==> config.mk <==
export PLATFORM = sky130hd
export DESIGN_NAME = ram_bus_arbiter
export DESIGN_NICKNAME = d
export VERILOG_FILES = /design/src/rtl/ram_bus_arbiter_pkg.sv /design/src/rtl/ram_bus_arbiter_byte_assembler.sv /design/src/rtl/ram_bus_arbiter.sv
export SDC_FILE = /design/constraint.sdc
export NUM_CORES = 1
export LEC_CHECK = 0
export ABC_CLOCK_PERIOD_IN_PS = 3500
export BUFFER_PORTS_ARGS = -buffer_cell sky130_fd_sc_hd__buf_2
export CAP_MARGIN = 20
export CORE_ASPECT_RATIO = 0.9
export CORE_MARGIN = 1
export CORE_UTILIZATION = 42
export CTS_CLUSTER_SIZE = 10
export DETAILED_ROUTE_END_ITERATION = 12
export GPL_ROUTABILITY_DRIVEN = 0
export MAX_ROUTING_LAYER = met4
export PLACE_DENSITY = 0.65
export SLEW_MARGIN = 10
export SYNTH_ARGS = -nofsm -noshare
export SYNTH_HDL_FRONTEND = slang
export SYNTH_SLANG_ARGS = --single-unit
export TNS_END_PERCENT = 5
==> constraint.sdc <==
create_clock -name clk -period 3.5 [get_ports clk]
set_input_delay 0.7 -clock clk [delete_from_list [all_inputs] [get_ports clk]]
set_output_delay 0.7 -clock clk [all_outputs]
set_load 0.005 [all_outputs]
==> src/rtl/ram_bus_arbiter_pkg.sv <==
// ram_bus_arbiter_pkg
//   Shared definitions for the RAM/IO bus arbiter: FSM state encodings,
//   transfer owner, the I/O region selector and the byte-count codes.
package ram_bus_arbiter_pkg;

  typedef enum logic [1:0] {
    ST_IDLE    = 2'd0,
    ST_READ    = 2'd1,
    ST_WRITE   = 2'd2,
    ST_IO_WAIT = 2'd3
  } arb_state_e;

  typedef enum logic {
    OWN_IF  = 1'b0,
    OWN_MEM = 1'b1
  } owner_e;

  // Address bits [17:16] equal to this value select the I/O region.
  localparam logic [1:0] IO_SEL = 2'b11;

  localparam logic [2:0] NB_1 = 3'd1;
  localparam logic [2:0] NB_2 = 3'd2;
  localparam logic [2:0] NB_4 = 3'd4;

  // Any code other than 1 or 2 is treated as a full word.
  function automatic logic [2:0] decode_nbytes(input logic [2:0] code);
    case (code)
      NB_1:    decode_nbytes = NB_1;
      NB_2:    decode_nbytes = NB_2;
      default: decode_nbytes = NB_4;
    endcase
  endfunction

  function automatic logic [31:0] byte_mask(input logic [2:0] nbytes);
    case (nbytes)
      NB_1:    byte_mask = 32'h0000_00ff;
      NB_2:    byte_mask = 32'h0000_ffff;
      default: byte_mask = 32'hffff_ffff;
    endcase
  endfunction

endpackage

==> src/rtl/ram_bus_arbiter_byte_assembler.sv <==
// ram_bus_arbiter_byte_assembler
//   Collects read bytes little-endian into a 32-bit buffer. The word output
//   already merges the byte currently on din at position idx, so the final
//   byte of a transfer can be registered by the parent on the same edge it
//   arrives. Bytes above nbytes are forced to zero.
// Ports
//   clk, rst   clock, async active-low reset
//   rdy        global ready; low holds the buffer
//   clear      zero the buffer (start of a read)
//   capture    store din into byte lane idx
//   idx        byte lane 0..3
//   din        read byte from the bus
//   nbytes     transfer size 1/2/4 used for zero fill
//   word       assembled, zero-filled word (combinational)
module ram_bus_arbiter_byte_assembler
  import ram_bus_arbiter_pkg::*;
(
  input  logic        clk,
  input  logic        rst,
  input  logic        rdy,
  input  logic        clear,
  input  logic        capture,
  input  logic [1:0]  idx,
  input  logic [7:0]  din,
  input  logic [2:0]  nbytes,
  output logic [31:0] word
);

  logic [31:0] buffer;
  logic [31:0] merged;

  always_ff @(posedge clk or negedge rst) begin
    if (!rst) begin
      buffer <= '0;
    end else if (rdy) begin
      if (clear) begin
        buffer <= '0;
      end else if (capture) begin
        buffer[{idx, 3'b000} +: 8] <= din;
      end
    end
  end

  always_comb begin
    merged = buffer;
    merged[{idx, 3'b000} +: 8] = din;
    word = merged & byte_mask(nbytes);
  end

endmodule

==> src/rtl/ram_bus_arbiter.sv <==
// ram_bus_arbiter
//   Arbitrates instruction fetches (IF) and loads/stores (MEM) onto an 8-bit
//   RAM/IO bus. MEM wins over IF; an active transfer is never preempted.
//   Each access is split into 1/2/4 single-byte cycles (little-endian); the
//   assembled word is returned with a one-cycle done pulse. Writes to the
//   I/O region wait for io_buffer_full to clear and keep at least IO_GAP
//   idle cycles between bytes.
// Ports
//   clk, rst                 clock, async active-low reset
//   rdy                      global ready; low freezes every register
//   if_request/if_addr       IF fetch request (level) and address
//   if_inst_i/if_enable      fetched word and its done pulse
//   load_or_not/store_or_not MEM load/store requests (level)
//   mem_addr/num_of_bytes    MEM byte address and size (1/2/4)
//   store_data               store data, byte 0 in [7:0]
//   load_data/mem_enable     loaded word (zero-filled) and its done pulse
//   io_buffer_full           UART tx buffer full
//   mem_din                  read byte for the address currently on mem_a
//   mem_dout/mem_a/mem_wr    registered bus write data, address, write strobe
//
// state      | meaning
// -----------+-----------------------------------------------------------
// ST_IDLE    | no transfer; arbitrate when no done pulse is high
// ST_READ    | capturing one byte per cycle until n bytes are in
// ST_WRITE   | a byte is on the bus with mem_wr=1
// ST_IO_WAIT | I/O write paused (buffer full or gap running), mem_wr=0
module ram_bus_arbiter
  import ram_bus_arbiter_pkg::*;
#(
  parameter int ADDR_W = 32,
  parameter int IO_GAP = 1
) (
  input  logic              clk,
  input  logic              rst,
  input  logic              rdy,
  input  logic              if_request,
  input  logic [ADDR_W-1:0] if_addr,
  output logic [31:0]       if_inst_i,
  output logic              if_enable,
  input  logic              load_or_not,
  input  logic              store_or_not,
  input  logic [ADDR_W-1:0] mem_addr,
  input  logic [2:0]        num_of_bytes,
  input  logic [31:0]       store_data,
  output logic [31:0]       load_data,
  output logic              mem_enable,
  input  logic              io_buffer_full,
  input  logic [7:0]        mem_din,
  output logic [7:0]        mem_dout,
  output logic [ADDR_W-1:0] mem_a,
  output logic              mem_wr
);

  localparam int GAP_W = (IO_GAP < 2) ? 1 : $clog2(IO_GAP + 1);
  localparam logic [GAP_W-1:0] GAP_LOAD = GAP_W'(IO_GAP);

  arb_state_e        state, state_nxt;
  owner_e            owner, owner_nxt;
  logic [1:0]        cnt, cnt_nxt;
  logic [2:0]        nbytes, nbytes_nxt;
  logic [31:0]       wdata, wdata_nxt;
  logic              is_io, is_io_nxt;
  logic [GAP_W-1:0]  gap, gap_nxt;
  logic [ADDR_W-1:0] mem_a_nxt;
  logic              mem_wr_nxt;
  logic [7:0]        mem_dout_nxt;
  logic [31:0]       if_inst_nxt, load_data_nxt;
  logic              if_en_nxt, mem_en_nxt;
  logic              asm_clear, asm_capture;
  logic [31:0]       asm_word;
  logic [2:0]        cnt_plus;
  logic              io_blocked;

  assign cnt_plus   = {1'b0, cnt} + 3'd1;
  assign io_blocked = io_buffer_full || (gap != '0);

  ram_bus_arbiter_byte_assembler u_asm (
    .clk     (clk),
    .rst     (rst),
    .rdy     (rdy),
    .clear   (asm_clear),
    .capture (asm_capture),
    .idx     (cnt),
    .din     (mem_din),
    .nbytes  (nbytes),
    .word    (asm_word)
  );

  always_ff @(posedge clk or negedge rst) begin
    if (!rst) begin
      state <= ST_IDLE;
    end else if (rdy) begin
      state <= state_nxt;
    end
  end

  always_comb begin
    state_nxt     = state;
    owner_nxt     = owner;
    cnt_nxt       = cnt;
    nbytes_nxt    = nbytes;
    wdata_nxt     = wdata;
    is_io_nxt     = is_io;
    gap_nxt       = (gap != '0) ? gap - GAP_W'(1) : gap;
    mem_a_nxt     = mem_a;
    mem_wr_nxt    = mem_wr;
    mem_dout_nxt  = mem_dout;
    if_inst_nxt   = if_inst_i;
    load_data_nxt = load_data;
    if_en_nxt     = 1'b0;
    mem_en_nxt    = 1'b0;
    asm_clear     = 1'b0;
    asm_capture   = 1'b0;

    case (state)
      ST_IDLE: begin
        // The requester drops its level during its done pulse, so nothing
        // is accepted in that cycle.
        if (!(if_enable || mem_enable)) begin
          if (store_or_not) begin
            owner_nxt  = OWN_MEM;
            nbytes_nxt = decode_nbytes(num_of_bytes);
            wdata_nxt  = store_data;
            is_io_nxt  = (mem_addr[17:16] == IO_SEL);
            mem_a_nxt  = mem_addr;
            cnt_nxt    = 2'd0;
            if ((mem_addr[17:16] == IO_SEL) && io_blocked) begin
              state_nxt  = ST_IO_WAIT;
              mem_wr_nxt = 1'b0;
            end else begin
              state_nxt    = ST_WRITE;
              mem_wr_nxt   = 1'b1;
              mem_dout_nxt = store_data[7:0];
              if (mem_addr[17:16] == IO_SEL) gap_nxt = GAP_LOAD;
            end
          end else if (load_or_not) begin
            owner_nxt  = OWN_MEM;
            nbytes_nxt = decode_nbytes(num_of_bytes);
            is_io_nxt  = 1'b0;
            mem_a_nxt  = mem_addr;
            cnt_nxt    = 2'd0;
            mem_wr_nxt = 1'b0;
            asm_clear  = 1'b1;
            state_nxt  = ST_READ;
          end else if (if_request) begin
            owner_nxt  = OWN_IF;
            nbytes_nxt = NB_4;
            is_io_nxt  = 1'b0;
            mem_a_nxt  = if_addr;
            cnt_nxt    = 2'd0;
            mem_wr_nxt = 1'b0;
            asm_clear  = 1'b1;
            state_nxt  = ST_READ;
          end
        end
      end

      ST_READ: begin
        asm_capture = 1'b1;
        if (cnt_plus < nbytes) begin
          mem_a_nxt = mem_a + ADDR_W'(1);
          cnt_nxt   = cnt_plus[1:0];
        end else begin
          state_nxt = ST_IDLE;
          if (owner == OWN_IF) begin
            if_inst_nxt = asm_word;
            if_en_nxt   = 1'b1;
          end else begin
            load_data_nxt = asm_word;
            mem_en_nxt    = 1'b1;
          end
        end
      end

      ST_WRITE: begin
        if (cnt_plus < nbytes) begin
          mem_a_nxt = mem_a + ADDR_W'(1);
          cnt_nxt   = cnt_plus[1:0];
          if (is_io && io_blocked) begin
            state_nxt  = ST_IO_WAIT;
            mem_wr_nxt = 1'b0;
          end else begin
            mem_wr_nxt   = 1'b1;
            mem_dout_nxt = wdata[{cnt_plus[1:0], 3'b000} +: 8];
            if (is_io) gap_nxt = GAP_LOAD;
          end
        end else begin
          mem_wr_nxt = 1'b0;
          mem_en_nxt = 1'b1;
          state_nxt  = ST_IDLE;
        end
      end

      ST_IO_WAIT: begin
        // mem_a and cnt already point at the pending byte.
        if (!io_blocked) begin
          state_nxt    = ST_WRITE;
          mem_wr_nxt   = 1'b1;
          mem_dout_nxt = wdata[{cnt, 3'b000} +: 8];
          gap_nxt      = GAP_LOAD;
        end
      end

      default: state_nxt = ST_IDLE;
    endcase
  end

  always_ff @(posedge clk or negedge rst) begin
    if (!rst) begin
      owner      <= OWN_IF;
      cnt        <= '0;
      nbytes     <= NB_4;
      wdata      <= '0;
      is_io      <= 1'b0;
      gap        <= '0;
      mem_a      <= '0;
      mem_wr     <= 1'b0;
      mem_dout   <= '0;
      if_inst_i  <= '0;
      load_data  <= '0;
      if_enable  <= 1'b0;
      mem_enable <= 1'b0;
    end else if (rdy) begin
      owner      <= owner_nxt;
      cnt        <= cnt_nxt;
      nbytes     <= nbytes_nxt;
      wdata      <= wdata_nxt;
      is_io      <= is_io_nxt;
      gap        <= gap_nxt;
      mem_a      <= mem_a_nxt;
      mem_wr     <= mem_wr_nxt;
      mem_dout   <= mem_dout_nxt;
      if_inst_i  <= if_inst_nxt;
      load_data  <= load_data_nxt;
      if_enable  <= if_en_nxt;
      mem_enable <= mem_en_nxt;
    end
  end

endmodule

==> flow_summary.ini, run 1 <==
[timing]
slew_headroom_pct = 43.9
rsz0062_at_grt = no
setup_violations = 0
fmax_mhz = 344
tightest_slew_ns = 0.833
hold_slack_ns = 0.293
setup_tns_ns = 0
slew_viol_final = 0
fin_skew_ns = 0.0116
timing.final.ws_setup_ns = 0.590
min_period_over_period_pct = 83.1
finalHoldViolCount = 0
layout_min_cycle_time_ns = 2.91

[global_routing]
grt.overflow.total = 0
grt_pass1_vias = 7041
grt_max_degree = 81
grt_pass1_wl_um = 37800
antenna_found_initial = 3
grt_use_total_pct = 22.3

[logic_synthesis]
synth-edff-count = 0
ys_seq_elements = 181
ys_types = 66
yosysWarningCount = 0
synth_nets = 973
avgSynthCellArea_um2 = 10.9
netlist_area_mm2 = 0.00922
ys.flop_type = dfrtp_1
syn-instance-count = 846
ys_seq_area_share_pct = 49.1
synthArstFlopShare_pct = 100

[route]
wire_per_inst_um = 17.6
first_pass_iters = 5
vias_per_cell = 5.45
wl_um = 23900
ant_nets = 0
vias = 7386
drc = 0
drtIter0Drc = 465

[run]
maxCapViolCount = 0

[clocking]
htreeDepth = 4
clk_latency_ns = 0.43
numClockSinks = 181
holdBufCountCts = 0
cts_setup_buffers = 0
cts-root-buf = clkbuf_16
cts_resized = 0
numCtsBuffers = 17
cts.path.max_buffers = 2
clk_pin_slew_ns = 0.07
tritoncts = done

[floorplan]
placementRows = 51
core_mm2 = 0.0216
dieHeight_um = 143
die_area_mm2 = 0.0226
io_pins = 221
initial_core_util_pct = 42.8
die_w_um = 158

[cells_and_area]
design_area_mm2 = 0.0112
nets = 1175
drive_above_1_share_pct = 38.5
area_growth_pct = 21.7
utilization_pct = 52.0
fin_cells = 1356

[place]
dpl.hpwl_um = 17000
place_ws_ns = 0.581
portBuffers = 220
placed_cells = 1320
postPlaceCellArea_mm2 = 0.0106

[worst_setup_path]
rrSetupSlack_ns = 0.59
cp-start-kind = flip-flop
cp-end-kind = flip-flop
cp.arrival_ns = 3.23
path_class = flip-flop to flip-flop
required_ns = 3.82
critPathMaxFanout = 40

[power_and_ir_drop]
peakVddDrop_mv = 0.438
power_mw = 8.90
cellLeakagePower_nw = 5.41
cellPowerDensity_mw_per_mm2 = 793

[min_path]
hold_class = input port to asynchronous set/reset pin

[run_status]
status = finished clean
-- power breakdown --
group	leakage (nW)	internal, mW	switching (mW)
Clock	0.282	0.964	0.921
Combinational	2.79	1.77	2.00
Sequential	2.33	2.71	0.535
-- synthesized netlist by cell type, types with 8 or more instances --
| library cell | instances | area [um2] |
|---|---|---|
| nor2_1 | 54 | 203 |
| mux2_2 | 111 | 1250 |
| a2bb2oi_1 | 11 | 96.3 |
| inv_1 | 14 | 52.6 |
| clkbuf_1 | 23 | 86.3 |
| nand2_1 | 59 | 221 |
| a22o_1 | 34 | 298 |
| dfrtp_1 | 180 | 4500 |
| buf_2 | 20 | 100 |
| mux4_2 | 8 | 180 |
| ha_1 | 13 | 163 |
| o21ai_0 | 28 | 140 |
| mux2i_1 | 8 | 80.1 |
| o22a_1 | 8 | 70.1 |
| o22ai_1 | 12 | 75.1 |
| nor2b_1 | 38 | 238 |
| buf_1 | 12 | 45.0 |
| a21oi_1 | 80 | 400 |
| nand4_1 | 14 | 87.6 |
| nand3_1 | 24 | 120 |
-- flip-flops by register name, indices dropped and copies added, names as in the netlist, 3 cells and up --
register,flops
nbytes,3
mem_a,32
load_data,32
u_asm.buffer,32
if_inst_i,32
mem_dout,8
wdata,32
-- cells by family (layout without fill, tap and decap cells) --
group | Yosys count | in the layout | synth area share, %
multiplexers | 131 | 131 | 16.9
AND/OR/NAND/NOR | 234 | 234 | 13.2
buffers and inverters | 69 | 284 | 3.08
AO/OA/AOI/OAI | 215 | 215 | 15.6
other | 0 | 4 | 0
XOR/XNOR | 3 | 3 | 0.366
adder cells (fa/ha/maj) | 13 | 13 | 1.76
flip-flops | 181 | 181 | 49.1
-- placed cells by master (no fill, tap or decap), types with 5 or more instances in the layout --
cell / n
dfrtp_1: 180
a22o_1: 34
buf_2: 219
nor2_1: 54
nand2_1: 59
nand4_1: 14
and2_1: 7
a2bb2oi_1: 11
ha_1: 12
nor4_1: 5
a21oi_1: 80
mux2_2: 111
nand3_1: 24
nor2b_1: 38
o21ai_0: 28
o22a_1: 8
a211oi_1: 5
nor3_1: 6
buf_4: 16
clkinv_4: 5
inv_1: 14
o22ai_1: 12
mux2i_1: 8
clkbuf_16: 17
mux4_2: 8
-- worst max-delay path: stages (launching register included) --
cell and delay [ns]:
dfrtp_1 0.53, inv_1 0.17, ha_1 0.42, ha_1 0.31
nand2_1 0.07, o21a_1 0.24, nor3_2 0.15, buf_4 0.48
mux2_2 0.39
-- cell type report --
| cell class | count | area (um2) |
|---|---|---|
| antenna | 4 | 10.0 |
| clock buffer | 18 | 439 |
| clock inverter | 14 | 140 |
| fill | 1988 | 10300 |
| inverter | 14 | 52.6 |
| multi-input combinational | 596 | 4410 |
| sequential | 181 | 4530 |
| tap | 291 | 364 |
| timing repair buffer | 238 | 1270 |
-- final timing paths --
check,from,to,depth (start not counted)
min in group clk,load_data[0]$_DFFE_PN0P_,load_data[0]$_DFFE_PN0P_,2
max,cnt[0]$_DFFE_PN0P_,if_inst_i[8]$_DFFE_PN0P_,8
max reg2reg,cnt[0]$_DFFE_PN0P_,if_inst_i[8]$_DFFE_PN0P_,8
min,rst,load_data[4]$_DFFE_PN0P_,1
max in group asynchronous,rst,wdata[23]$_DFFE_PN0P_,2
min reg2reg,load_data[0]$_DFFE_PN0P_,load_data[0]$_DFFE_PN0P_,2
-- routing by layer --
metal / GRT usage [%] / vias up / wire, um / part of all wire (%)
met5: - / - / 0 / 0
met4: 6.12 / 0 / 308 / 1.3
met3: 4.51 / 24 / 1380 / 5.8
met2: 32.6 / 246 / 10800 / 45
met1: 31.4 / 3596 / 11400 / 48
li1: - / 3520 / - / -
(Power assumes the default switching activity.)
==> run 2: changes to the inputs <==
- ABC_AREA: unset -> 1
- ABC_CLOCK_PERIOD_IN_PS: 3500 -> 2600
- PLACE_DENSITY: 0.65 -> 0.67
- clock period: 3.5 -> 2.6 ns (I/O delays scaled with it)
==> run 2 against run 1 <==
  * Worst hold slack lost 0.25 ns
  * Largest cell class unchanged
  * Largest power group unchanged
  * Global-route usage grew 1.9 points
  * Final area grew 2.8%
==> flow_summary.ini, run 2 <==
[route]
wl_um = 26900
drc = 0
first_pass_iters = 5
drtIter0Drc = 793
vias_per_cell = 5.09
ant_nets = 0
wire_per_inst_um = 14.9
vias = 9174

[floorplan]
die_w_um = 161
io_pins = 221
core_mm2 = 0.0220
placementRows = 51
initial_core_util_pct = 43.4
dieHeight_um = 145
die_area_mm2 = 0.0233

[power_and_ir_drop]
peakVddDrop_mv = 0.458
cellPowerDensity_mw_per_mm2 = 1130
cellLeakagePower_nw = 5.77

[logic_synthesis]
ys.flop_type = dfrtp_1
netlist_area_mm2 = 0.00953
synthArstFlopShare_pct = 100
synth_area_leaders = dfrtp_1 (47%), nand2_1 (13%), o21ai_0 (8.0%)
synth_compound_area_share_pct = 14.9
yosys.area_share.simple_pct = 26.9
ys_seq_area_share_pct = 47.5
synth-edff-count = 0
synth_nets = 1422
synthAdderAreaFrac_pct = 1.71
ys_top_cells_by_count = nand2_1 (321), dfrtp_1 (180), nor2_1 (178), o21ai_0 (152), inv_1 (148)
yosys.area.top_type_share_pct = 47.2
synth_top_family_by_area = simple AND/OR/NAND/NOR gates
synth_xor_xnor_area_share_pct = 0
synth_area_leader_cell = dfrtp_1
ys_types = 35
yosysMostFrequentCell = nand2_1
synthMuxAreaShare_pct = 0
avgSynthCellArea_um2 = 7.36
ys_seq_elements = 181
syn-instance-count = 1295
yosysWarningCount = 0

[worst_setup_path]
endpoint = mem_a[12]$_DFFE_PN0P_
r2r_end = mem_a[12]$_DFFE_PN0P_
regToRegStartpoint = cnt[0]$_DFFE_PN0P_
crit_cells = 11
required_ns = 2.93
critPathMaxFanout = 44
crit_top_cell = nand2_1
path_cells = inv_1 -> ha_1 -> ha_1 -> a21oi_1 -> nand2_2 -> nand2_1 -> nand2_2 -> inv_4 -> o21ai_0 -> nand2_1 -> nand2_1
rr_worst_depth = 11
critPathSlowestCell = dfrtp_1
startpoint = cnt[0]$_DFFE_PN0P_
cp.arrival_ns = 2.69
cpPeakStageDelay_ns = 0.39
path_class = flip-flop to flip-flop
cp-end-kind = flip-flop
cp-start-kind = flip-flop
worst-path-buf-inv = 2
rrSetupSlack_ns = 0.24
crit_family = adder cells

[clocking]
htreeDepth = 4
holdBufCountCts = 0
clk_pin_slew_ns = 0.07
numClockSinks = 181
numCtsBuffers = 17
tritoncts = done
clk_latency_ns = 0.44
cts_setup_buffers = 0
cts_resized = 0
cts.path.max_buffers = 2
cts-root-buf = clkbuf_16

[timing]
finalHoldViolCount = 0
tightest_slew_ns = 0.600
slew_headroom_pct = 59.9
setup_violations = 0
setup_tns_ns = 0
fmax_mhz = 423
fin_skew_ns = 0.0133
min_period_over_period_pct = 90.8
rsz0062_at_grt = no
slew_viol_final = 0
layout_min_cycle_time_ns = 2.36

[cells_and_area]
final_common_cell = nand2_1
multi_input_area_mm2 = 0.00416
nets = 1625
drive_above_1_share_pct = 19.8
fillers = 2160
seqCellArea_mm2 = 0.00453
area_growth_pct = 20.9
final_cell_mix = nand2_1 (321), buf_2 (219), dfrtp_1 (180)
design_area_mm2 = 0.0115

[global_routing]
grt_max_degree = 65
grt_pass1_wl_um = 44200
grt_use_total_pct = 24.2
antenna_found_initial = 2
grt_pass1_vias = 8624
grt.overflow.total = 0

[place]
postPlaceCellArea_mm2 = 0.0109
portBuffers = 220
dpl.hpwl_um = 19400

[run]
maxCapViolCount = 0

[min_path]
hold_class = input port to asynchronous set/reset pin

[run_status]
status = finished clean
[run 2: routing by layer]
| layer | up-vias | GRT usage, % | routed length [um] |
|---|---|---|---|
| met2 | 274 | 35.9 | 12000 |
| li1 | 4574 | - | - |
| met5 | - | - | 0 |
| met1 | 4291 | 34.5 | 13100 |
| met4 | 0 | 6.46 | 456 |
| met3 | 35 | 3.80 | 1400 |
[run 2: how the worst min path moves through the flow]
stage / startpoint / to / slack (ns) / depth (start not counted)
2_1_floorplan: rst / cnt[0]$_DFFE_PN0P_ / 0.22 / 0
3_3_place_gp: load_data[24]$_DFFE_PN0P_ / load_data[24]$_DFFE_PN0P_ / 0.46 / 2
3_5_place_dp: load_data[11]$_DFFE_PN0P_ / load_data[11]$_DFFE_PN0P_ / 0.47 / 2
4_1_cts: rst / load_data[6]$_DFFE_PN0P_ / 0.06 / 1
5_1_grt: rst / load_data[6]$_DFFE_PN0P_ / 0.08 / 1
6_report: rst / load_data[6]$_DFFE_PN0P_ / 0.05 / 1
[run 2: final cells by class]
cell class | instances | share of cell area, %
Antenna cell | 2 | 0.0434
Clock buffer | 18 | 3.81
Clock inverter | 14 | 1.42
Inverter | 155 | 5.07
Multi-Input combinational cell | 904 | 36.0
Sequential cell | 181 | 39.3
Tap cell | 291 | 3.16
Timing Repair Buffer | 239 | 11.2
[run 2: cell families (layout without fill, tap and decap cells)]
family	count (synthesis)	in the layout
and+or+nand+nor	625	625
other	0	2
adders and majority gates	13	13
DFF	181	181
buffers and inverters	210	426
AOI/OAI and AO/OA	266	266
[run 2: per-stage QoR]
step	cells	hold slack, ns	power [mW]	setup WS [ns]	utilization (%)
final	1804	0.0450	13.1	0.239	52.5
after global routing	1804	0.0833	14.2	0.0413	52.5
after CTS	1802	0.0592	13.1	0.225	52.5
after detailed placement	1770	0.468	10.5	0.229	49.8
after global placement	1770	0.462	10.3	0.302	49.8
after floorplan	1295	0.224	8.48	0.496	-
[run 2: power breakdown]
group | total [mW] | switching, mW | internal [mW]
clock | 2.64 | 1.24 | 1.39
combinational | 5.76 | 3.68 | 2.07
sequential | 4.69 | 0.750 | 3.94
total | 13.1 | 5.68 | 7.40
